===== src/rtl/ssd_pkg.sv =====
// Shared types and helpers for the seven-segment scan controller.
// Segment vectors are active low, ordered a..g (a = MSB).
package ssd_pkg;

    localparam logic [7:0] SEG_OFF  = 8'hFF;
    localparam logic [6:0] SEG7_OFF = 7'h7F;

    typedef enum logic {
        S_BLANK = 1'b0,
        S_ON    = 1'b1
    } scan_state_e;

    // Hex nibble to active-low a..g pattern
    function automatic logic [6:0] hex_to_seg(input logic [3:0] nib);
        logic [6:0] seg;
        case (nib)
            4'h0:    seg = 7'b0000001;
            4'h1:    seg = 7'b1001111;
            4'h2:    seg = 7'b0010010;
            4'h3:    seg = 7'b0000110;
            4'h4:    seg = 7'b1001100;
            4'h5:    seg = 7'b0100100;
            4'h6:    seg = 7'b0100000;
            4'h7:    seg = 7'b0001111;
            4'h8:    seg = 7'b0000000;
            4'h9:    seg = 7'b0000100;
            4'hA:    seg = 7'b0001000;
            4'hB:    seg = 7'b1100000;
            4'hC:    seg = 7'b0110001;
            4'hD:    seg = 7'b1000010;
            4'hE:    seg = 7'b0110000;
            default: seg = 7'b0111000;
        endcase
        return seg;
    endfunction

endpackage


===== src/rtl/ssd_hex_decode.sv =====
// Combinational nibble to seven-segment decoder (active low, a..g).
module ssd_hex_decode (
    input  logic [3:0] nib_i,
    output logic [6:0] seg7_c
);
    import ssd_pkg::*;

    assign seg7_c = hex_to_seg(nib_i);

endmodule


===== src/rtl/ssd_scan_ctrl.sv =====
// N-digit seven-segment scan controller with double-buffered loads,
// leading-zero blanking, per-digit enable/DP and anti-ghost blank gaps.
module ssd_scan_ctrl #(
    parameter int unsigned NUM_DIGITS   = 8,
    parameter int unsigned DWELL_CYCLES = 131072,
    parameter int unsigned BLANK_CYCLES = 64
) (
    input  logic                    clk,
    input  logic                    Reset,
    input  logic [4*NUM_DIGITS-1:0] value,
    input  logic [NUM_DIGITS-1:0]   dp_in,
    input  logic [NUM_DIGITS-1:0]   digit_en,
    input  logic                    lzb_en,
    input  logic                    load,
    output logic [NUM_DIGITS-1:0]   an,
    output logic [7:0]              seg,
    output logic                    load_ack,
    output logic                    frame_done
);
    import ssd_pkg::*;

    localparam int unsigned VAL_W = 4 * NUM_DIGITS;
    localparam int unsigned CNT_W = $clog2(DWELL_CYCLES);
    localparam int unsigned IDX_W = (NUM_DIGITS > 1) ? $clog2(NUM_DIGITS) : 1;

    localparam logic [CNT_W-1:0] BLANK_LAST = CNT_W'(BLANK_CYCLES - 1);
    localparam logic [CNT_W-1:0] ON_LAST    = CNT_W'(DWELL_CYCLES - BLANK_CYCLES - 1);
    localparam logic [IDX_W-1:0] IDX_LAST   = IDX_W'(NUM_DIGITS - 1);

    scan_state_e            state_q, state_d;
    logic [CNT_W-1:0]       cnt_q, cnt_d;
    logic [IDX_W-1:0]       idx_q, idx_d;
    logic [VAL_W-1:0]       disp_val_q, disp_val_d;
    logic [NUM_DIGITS-1:0]  disp_dp_q, disp_dp_d;
    logic [VAL_W-1:0]       pend_val_q, pend_val_d;
    logic [NUM_DIGITS-1:0]  pend_dp_q, pend_dp_d;
    logic                   pend_vld_q, pend_vld_d;
    logic [NUM_DIGITS-1:0]  an_q, an_d;
    logic [7:0]             seg_q, seg_d;
    logic                   ack_q, ack_d;
    logic                   fdone_q, fdone_d;

    logic                   wrap_c;
    logic [3:0]             nib_c;
    logic                   dp_c;
    logic [NUM_DIGITS-1:0]  lz_c;
    logic                   lzb_blank_c;
    logic [6:0]             seg7_c;

    // Slot sequencing and frame-boundary buffer swap
    always_comb begin
        state_d    = state_q;
        cnt_d      = cnt_q + CNT_W'(1);
        idx_d      = idx_q;
        wrap_c     = 1'b0;
        disp_val_d = disp_val_q;
        disp_dp_d  = disp_dp_q;
        pend_val_d = pend_val_q;
        pend_dp_d  = pend_dp_q;
        pend_vld_d = pend_vld_q;
        ack_d      = 1'b0;

        case (state_q)
            S_BLANK: begin
                if (cnt_q == BLANK_LAST) begin
                    state_d = S_ON;
                    cnt_d   = '0;
                end
            end
            S_ON: begin
                if (cnt_q == ON_LAST) begin
                    state_d = S_BLANK;
                    cnt_d   = '0;
                    if (idx_q == IDX_LAST) begin
                        idx_d  = '0;
                        wrap_c = 1'b1;
                    end else begin
                        idx_d = idx_q + IDX_W'(1);
                    end
                end
            end
            default: begin
                state_d = S_BLANK;
                cnt_d   = '0;
            end
        endcase

        // A load landing exactly on the boundary bypasses the pending stage
        if (wrap_c) begin
            if (load) begin
                disp_val_d = value;
                disp_dp_d  = dp_in;
                pend_vld_d = 1'b0;
                ack_d      = 1'b1;
            end else if (pend_vld_q) begin
                disp_val_d = pend_val_q;
                disp_dp_d  = pend_dp_q;
                pend_vld_d = 1'b0;
                ack_d      = 1'b1;
            end
        end else if (load) begin
            pend_val_d = value;
            pend_dp_d  = dp_in;
            pend_vld_d = 1'b1;
        end

        fdone_d = wrap_c;
    end

    // Digit select and leading-zero mask from the display buffer
    always_comb begin
        logic zero_run;
        nib_c    = '0;
        dp_c     = 1'b0;
        lz_c     = '0;
        zero_run = 1'b1;
        for (int i = 0; i < int'(NUM_DIGITS); i++) begin
            if (idx_q == IDX_W'(i)) begin
                nib_c = disp_val_q[4*i +: 4];
                dp_c  = disp_dp_q[i];
            end
        end
        for (int i = int'(NUM_DIGITS) - 1; i >= 0; i--) begin
            zero_run = zero_run & (disp_val_q[4*i +: 4] == 4'h0);
            lz_c[i]  = zero_run;
        end
        lzb_blank_c = 1'b0;
        for (int i = 1; i < int'(NUM_DIGITS); i++) begin
            if (idx_q == IDX_W'(i) && lz_c[i] && lzb_en) begin
                lzb_blank_c = 1'b1;
            end
        end
    end

    ssd_hex_decode u_decode (
        .nib_i  (nib_c),
        .seg7_c (seg7_c)
    );

    // Pin values for the next cycle, derived from the current state
    always_comb begin
        an_d  = '1;
        seg_d = SEG_OFF;
        if (state_q == S_ON) begin
            for (int i = 0; i < int'(NUM_DIGITS); i++) begin
                an_d[i] = !((idx_q == IDX_W'(i)) && digit_en[i]);
            end
            seg_d = {(lzb_blank_c ? SEG7_OFF : seg7_c), ~dp_c};
        end
    end

    always_ff @(posedge clk) begin
        if (Reset) begin
            state_q    <= S_BLANK;
            cnt_q      <= '0;
            idx_q      <= '0;
            disp_val_q <= '0;
            disp_dp_q  <= '0;
            pend_val_q <= '0;
            pend_dp_q  <= '0;
            pend_vld_q <= 1'b0;
            an_q       <= '1;
            seg_q      <= SEG_OFF;
            ack_q      <= 1'b0;
            fdone_q    <= 1'b0;
        end else begin
            state_q    <= state_d;
            cnt_q      <= cnt_d;
            idx_q      <= idx_d;
            disp_val_q <= disp_val_d;
            disp_dp_q  <= disp_dp_d;
            pend_val_q <= pend_val_d;
            pend_dp_q  <= pend_dp_d;
            pend_vld_q <= pend_vld_d;
            an_q       <= an_d;
            seg_q      <= seg_d;
            ack_q      <= ack_d;
            fdone_q    <= fdone_d;
        end
    end

    assign an         = an_q;
    assign seg        = seg_q;
    assign load_ack   = ack_q;
    assign frame_done = fdone_q;

endmodule

===== config.mk =====
export PLATFORM = sky130hd
export DESIGN_NAME = ssd_scan_ctrl
export DESIGN_NICKNAME = d
export VERILOG_FILES = /design/src/rtl/ssd_pkg.sv /design/src/rtl/ssd_hex_decode.sv /design/src/rtl/ssd_scan_ctrl.sv
export SDC_FILE = /design/constraint.sdc
export NUM_CORES = 1
export LEC_CHECK = 0
export CAP_MARGIN = 20
export CELL_PAD_IN_SITES_DETAIL_PLACEMENT = 0
export CELL_PAD_IN_SITES_GLOBAL_PLACEMENT = 1
export CORE_AREA = 10 10 128 130
export DETAILED_ROUTE_END_ITERATION = 10
export DIE_AREA = 0 0 138 140
export MAX_ROUTING_LAYER = met4
export PLACE_DENSITY = 0.76
export SYNTH_ARGS = -nofsm -noshare
export SYNTH_HDL_FRONTEND = slang
export SYNTH_HIERARCHICAL = 1
export SYNTH_SLANG_ARGS = --single-unit

===== constraint.sdc =====
create_clock -name clk -period 3.3 [get_ports clk]
set_input_delay 0.99 -clock clk [delete_from_list [all_inputs] [get_ports clk]]
set_output_delay 0.99 -clock clk [all_outputs]
set_load 0.005 [all_outputs]

**Yosys cells after proc, flatten, opt, wreduce, memory -nomap -nowiden**

Memories as Yosys holds them, arrays and structs flattened. A register that Yosys moved wholly into a read port is not among the register bits.
Cells that the tools add are included.

- Register bits: 113
- Bits in read-only memories: 112
- Input port bits: 52
- Memories kept: 1

- $add $sub $neg: 2
- Eq/ne operators: 9
- Mux-type cells: 39
- Bitwise logic cells: 9
- Reduce and logical (&&, ||, !) cells: 46

Memory list:

| memory | words | width | rd ports | clocked after memory_dff | write ports | RTL line | source |
|---|---|---|---|---|---|---|---|
| (name not given) | 16 | 7 | 1 | 1 | 0 | ssd_pkg.sv:16 | `case (nib)` |

Operators with widths:

| cell | number |
|---|---|
| $mux W32 | 2 |
| $mux W17 | 2 |
| $pmux W17 S2 | 1 |
| $mux W4 | 8 |
| $logic_not A4 Y1 | 7 |
| $logic_and A1 B1 Y1 | 22 |
| $mux W1 | 22 |
| $add A17 B1 Y17 const B | 1 |
| $eq A17 B17 Y1 const B | 1 |
| $eq A17 B6 Y1 const B | 1 |
| $mux W8 | 2 |
| $eq A3 B3 Y1 const B | 4 |
| $logic_not A1 Y1 | 8 |
| $and A1 B1 Y1 | 6 |
| $eq A3 B2 Y1 const B | 2 |
| $reduce_and A2 Y1 | 3 |
| $reduce_or A2 Y1 | 3 |
| $add A3 B1 Y3 const B | 1 |
| $eq A3 B1 Y1 const B | 1 |
| $logic_not A3 Y1 | 1 |
| $mux W3 | 1 |
| $not A1 Y1 | 3 |
| $reduce_or A3 Y1 | 1 |
| $pmux W1 S2 | 1 |
| $reduce_bool A2 Y1 | 1 |

**Longest topological paths before layout**

Gate-level depths: netlist (run 1).

- Depth after elaboration: 17
- Mapped depth: 15
- Mapped depth without buffers: 14

**Modules after synthesis**

Netlist (run 1), hierarchy kept.

By module, submodules not included:

| module | times used | cells each | area each (um2) | seq. area each (um2) |
|---|---|---|---|---|
| ssd_scan_ctrl | 1 | 626 | 5451.5 | 2402.3 |
| ssd_hex_decode | 1 | 33 | 269.0 | 0.0 |

**Least setup slack after synthesis (run 1)**

No wires, ideal clock.

- Path type: flip-flop to flip-flop
- Start: register idx_q[0]
- End: register seg_q[4], in the netlist seg[4]
- Setup time: 0.134 ns
- Data arrival time: 2.870 ns
- Data required time: 3.166 ns
- Slack: 0.296 ns
- Cell stages (with the launch flop): 13
- Clock period less this slack: 3.004 ns
- Cells stage by stage: dfxtp_1 ha_1 ha_1 clkbuf_1 clkbuf_1 o311ai_0 a41oi_1 inv_1 ha_1 inv_1 mux4_2 nor2_1 nand2_1

- Elaborated cells on any way between the ends: 38

RTL lines:

| what | RTL line | source |
|---|---|---|
| start, declared | ssd_scan_ctrl.sv:32 | `logic [IDX_W-1:0] idx_q, idx_d;` |
| start signal, assigned | ssd_scan_ctrl.sv:169 | `idx_q <= idx_d;` |
| $logic_not A3 Y1 | ssd_scan_ctrl.sv:118 | `if (idx_q == IDX_W'(i)) begin` |
| $mux W4 (7 in a row) | ssd_scan_ctrl.sv:118 |  |
| $mux W4 * | ssd_scan_ctrl.sv:118 |  |
| net nib_c[0] | ssd_scan_ctrl.sv:44 | `logic [3:0] nib_c;` |
| end, declared | ssd_scan_ctrl.sv:39 | `logic [7:0] seg_q, seg_d;` |

Mark *: on every way through the listed nets, which the timed path passes. The rest lies on a longest branch.
A chain may end at the register's enable or synchronous reset.

**Final worst setup path (run 1)**

Ends and elaborated chain as after synthesis.

==> impl_metrics.toml, run 1 <==
[min_path]
hold_class = "flip-flop to flip-flop"

[power]
ir_drop_uv = 298
power_density_nw_per_um2 = 496
power_leakage_uw = 0.00267

[drt]
wl_um = 14500
wire_per_inst_um = 15.9
dr.pass1.iters = 5
via_per_inst = 5.25
dr_total_vias = 4805
drc = 0
ant_nets = 0
drt_iter0_drc = 299

[synth]
yosysTopAreaCell = "dfxtp_1"
synth_nets = 725
synth_edf_count = 0
synth_cells = 659
ys_seq_area_share_pct = 42.0
avgSynthCellArea_sq_um = 8.68
synth_cell_type_count = 47
synthTopCellsByArea = "dfxtp_1 42%, a211oi_2 8.7%, mux2i_1 8.0%, nand2_1 7.3%, a21oi_1 5.8%"
ys_ff_latch = 120
ys.flop_type = "dfxtp_1"
ys_async_sr_fraction_pct = 0
syn_area_sq_um = 5720
ys_warn_count = 6
yosysTopAreaCellShare_pct = 42.0

[critical_path]
worstPathArrival_ns = 3.28
path_max_fanout = 10
cp-end-kind = "flip-flop"
critPathRequiredTime_ns = 3.58
start_kind = "flip-flop"
crit_type = "flip-flop to flip-flop"

[cts]
cts_num_sinks = 120
cts_buffer_depth = 2
clkTransAtPathRegs_ns = 0.05
clock_latency_ns = 0.42
postCtsResizedCells = 0
hold_buffers = 0
cts_root_buf = "clkbuf_16"
cts_buffers = 17
cts_tree = "yes"
post-cts-setup-buffer-count = 0
htreeDepth = 4

[sta]
rsz0062_at_grt = "false"
tns_ns = 0
finalHoldViolations = 0
setup_viol = 0
relSlewSlack_pct = 41.2
clock.fmax_ghz = 0.333
clock_skew_ns = 0.0121
final.setup.worst_slack_ns = 0.296
fin_crit_ns = 3.00
holdWs_ns = 0.451
period_share_pct = 91.0
slew_violations = 0
worst_pin_slew_ns = 0.882

[global_route]
antenna_found_initial = 0
grt_usage_pct = 15.9
grt_pass1_vias = 4808
grt_pass1_wl_um = 24800
grt_max_degree = 65
gr-total-overflow = 0

[cells_and_area]
fin_nets = 789
fin_cells = 915
final.fill_count = 1272
final_common_cell = "dfxtp_1"
drive_above_1_share_pct = 14.0
final_cell_mix = "120 x dfxtp_1, 111 x nand2_1, 77 x nor2_1"
antenna_cells = 0
area.sequential_sq_um = 2400
final_area_sq_um = 7220
area_delta_synth_final_pct = 26.3
multi_input_area_sq_um = 3070

[die]
die_area_sq_um = 19300
num_io_pins = 70
num_rows = 43
coreArea_sq_um = 13800
start_util_pct = 41.5
dieHeight_um = 140
die_w_um = 138

[flow_run]
max-cap-violations = 0

[placed_design]
placed_area_sq_um = 6620
io_buffers = 69
placedCellCount = 884
dp_worst_setup_slack_ns = 0.231
hpwl_um = 10300
gp_congestion = 0.884

[status]
status = "completed"
metrics by stage:
| step | utilization (%) | power, uW |
|---|---|---|
| final | 52.4 | 3590 |
| after global routing | 52.4 | 3720 |
| after global placement | 48.1 | 1740 |
| after detailed placement | 48.1 | 1750 |
| after floorplan | - | 1640 |
| after CTS | 52.4 | 3630 |
registers in the layout (all words and copies together) (netlist names):
name,flops
disp_val_q,32
pend_val_q,32
cnt_q,17
an,8
disp_dp_q,8
pend_dp_q,8
seg,8
idx_q,3
frame_done,1
load_ack,1
pend_vld_q,1
state_q,1
power breakdown:
part	total, uW	leakage, uW	switching, uW	internal [uW]
Combinational	217	0.00139	116	101
Clock	1870	0.000296	638	1230
Sequential	1500	0.000976	16.1	1480
metal layers:
metal / vias to the layer above / global-route usage [%] / wire length [um]
met2: 89 / 25.4 / 7080
met5: - / - / 0
li1: 2418 / - / -
met4: 0 / 6.10 / 229
met3: 23 / 3.72 / 484
met1: 2275 / 19.0 / 6740
logic make-up after synthesis:
logic type | synth area share (%)
xor gates and xnor gates | 2.14
buffers and inverters | 5.01
AOI/OAI and AO/OA | 18.5
DFF | 42.0
adders and majority gates | 3.06
and+or+nand+nor | 20.8
muxes | 8.44
final timing paths:
check | from | end | slack [ns] | cells past startpoint
min | pend_val_q[31] | pend_val_q[31] | 0.45 | 2
min reg2reg | pend_val_q[31] | pend_val_q[31] | 0.45 | 2
max reg2reg | idx_q[0] | seg[4] | 0.30 | 12
max | idx_q[0] | seg[4] | 0.30 | 12
cell usage after synthesis (3+ instances only):
library cell  count
dfxtp_1         120
nand2_1         111
nor2_1           77
a21oi_1          66
mux2i_1          46
a211oi_2         40
clkbuf_1         32
nand3_1          20
ha_1             14
inv_1            12
xor2_1           10
o21ai_0           9
nand2b_1          8
buf_2             7
nand4_1           7
nor2b_1           7
nor4_1            7
buf_6             5
nor3_1            5
and3_1            4
buf_4             4
nand3b_1          4
xnor2_1           4
a2111oi_0         3
a31oi_1           3
and2_1            3
o211ai_1          3
or3_1             3
critical path, cell delays in order, from the launching register on:
cell,delay [ns]
dfxtp_1,0.39
inv_1,0.09
ha_1,0.32
nor2b_1,0.18
a2111oi_1,0.39
o22ai_1,0.17
a21oi_1,0.21
inv_1,0.12
ha_1,0.30
inv_1,0.05
mux4_2,0.45
nor2_1,0.11
nand2_1,0.07
cell type report:
class,count,area share [%]
Multi-Input combinational cell,479,42.4
Inverter,12,0.624
Timing Repair Buffer,93,12.3
Clock inverter,9,1.70
Tap cell,180,3.12
Sequential cell,120,33.3
Clock buffer,22,6.57
Power figures use the tool's default switching activity.
==> inputs of run 2 (changes only) <==
- CORE_AREA: 10 10 128 130 -> 10 10 131 133
- DIE_AREA: 0 0 138 140 -> 0 0 141 143
- PLACE_DENSITY: 0.76 -> 0.72
==> run 2 against run 1 <==
Final area is 1.5% lower. Die area up 4.4%. Sequential power about the same. Sequential share of layout area grew 0.51 points. Critical endpoint unchanged. Routed wire length up 0.55%.
==> impl_metrics.toml, run 2 (synthesis results as in run 1) <==
[status]
status = "completed"

[global_route]
gr-total-overflow = 0
grt_pass1_vias = 4787
antenna_found_initial = 0
grt_max_degree = 58
grt_usage_pct = 15.2
grt_pass1_wl_um = 24400

[die]
num_rows = 44
dieHeight_um = 143
die_w_um = 141
die_area_sq_um = 20200
num_io_pins = 70
start_util_pct = 39.7
coreArea_sq_um = 14400

[drt]
via_per_inst = 5.18
wire_per_inst_um = 16.0
dr_total_vias = 4729
wl_um = 14600
drt_iter0_drc = 249
ant_nets = 0
dr.pass1.iters = 4
drc = 0

[cells_and_area]
final_common_cell = "dfxtp_1"
drive_above_1_share_pct = 13.4
fin_nets = 782
area_delta_synth_final_pct = 24.4
antenna_cells = 0
final_cell_mix = "120 x dfxtp_1, 111 x nand2_1, 77 x nor2_1"
largestRegisters = "disp_val_q x32, pend_val_q x32, cnt_q x17"

[sta]
relSlewSlack_pct = 49.1
setup_viol = 0
tns_ns = 0
finalHoldViolations = 0
rsz0062_at_grt = "false"
fin_crit_ns = 2.97
worst_pin_slew_ns = 0.763
period_share_pct = 90.0
slew_violations = 0
clock.fmax_ghz = 0.337
clock_skew_ns = 0.00637

[power]
ir_drop_uv = 351
total_power_uw = 3390
power_leakage_uw = 0.00260
power_density_nw_per_um2 = 476

[min_path]
hold_class = "flip-flop to flip-flop"
hold_start = "pend_val_q[28]"
hold_depth = 2
min_to = "pend_val_q[28]"

[critical_path]
cp_common_cell = "inv_1"
worstPathArrival_ns = 3.24
critPathSlowestCell = "mux4_2"
critical_path_buf_inv_count = 4
cp_slowest_stage_delay_ns = 0.44
cp_cell_sequence = "inv_1 > ha_2 > buf_4 > a21o_1 > a21oi_1 > o211ai_1 > o311ai_0 > a41oi_1 > inv_1 > ha_1 > inv_1 > mux4_2 > nor2_1 > nand2_1"
reg2reg_slack_ns = 0.33
critPathRequiredTime_ns = 3.57
reg2reg_depth = 14
setup.worst_path.start = "idx_q[1]"
crit_type = "flip-flop to flip-flop"
reg2reg_from = "idx_q[1]"
r2r_end = "seg[4]"
cp-end-kind = "flip-flop"
critical_path.top_delay_family = "compound AO/OA/AOI/OAI gates"
start_kind = "flip-flop"
path_max_fanout = 14

[placed_design]
io_buffers = 69
hpwl_um = 10200
gp_congestion = 0.858

[cts]
cts_tree = "yes"
clock_latency_ns = 0.41
cts_buffers = 17
post-cts-setup-buffer-count = 0
cts_buffer_depth = 2
hold_buffers = 0
cts_num_sinks = 120
htreeDepth = 4
postCtsResizedCells = 0
cts_root_buf = "clkbuf_16"
clkTransAtPathRegs_ns = 0.05

[flow_run]
max-cap-violations = 0
-- run 2: final cells by class --
type	instances	area [sq um]
Clock buffer	24	502
Clock inverter	8	45.0
Fill cell	1430	7310
Inverter	12	45.0
Multi-Input combinational cell	479	3070
Sequential cell	120	2400
Tap cell	184	230
Timing Repair Buffer	86	823
-- run 2: where the power goes --
group | switching (uW) | internal [uW] | leakage, uW
Combinational | 117 | 101 | 0.00135
Clock | 623 | 1050 | 0.000272
Sequential | 16.2 | 1480 | 0.000976
-- run 2: worst max path at each step --
stage / slack, ns / end / depth (start not counted)
finish: 0.33 / seg[4] / 14
detailed placement: 0.25 / seg[4] / 14
CTS: 0.24 / seg[4] / 14
global route: 0.05 / seg[4] / 14
floorplan: 0.30 / seg[4] / 12
global placement: 0.36 / seg[4] / 12
-- run 2: per-layer routing --
layer,part of all wire (%),GRT usage [%]
met1,48,18.7
met2,48,24.2
met3,3.1,3.78
met4,0.76,4.18
met5,0,-
-- run 2: worst reg2reg max path, cell delays in order (launching register included) --
cell	delay, ns
dfxtp_1	0.34
inv_1	0.09
ha_2	0.31
buf_4	0.23
a21o_1	0.13
a21oi_1	0.07
o211ai_1	0.11
o311ai_0	0.17
a41oi_1	0.26
inv_1	0.15
ha_1	0.30
inv_1	0.05
mux4_2	0.44
nor2_1	0.12
nand2_1	0.06
-- run 2: through the flow --
step	instance area, sq um	hold WS, ns	utilization, %	cells	worst slack [ns]
2_1_floorplan	5720	0.436	-	659	0.296
3_3_place_gp	6560	0.441	45.5	881	0.362
3_5_place_dp	6560	0.448	45.5	881	0.249
4_1_cts	7110	0.454	49.3	913	0.242
5_1_grt	7110	0.467	49.3	913	0.0473
6_report	7110	0.452	49.3	913	0.331
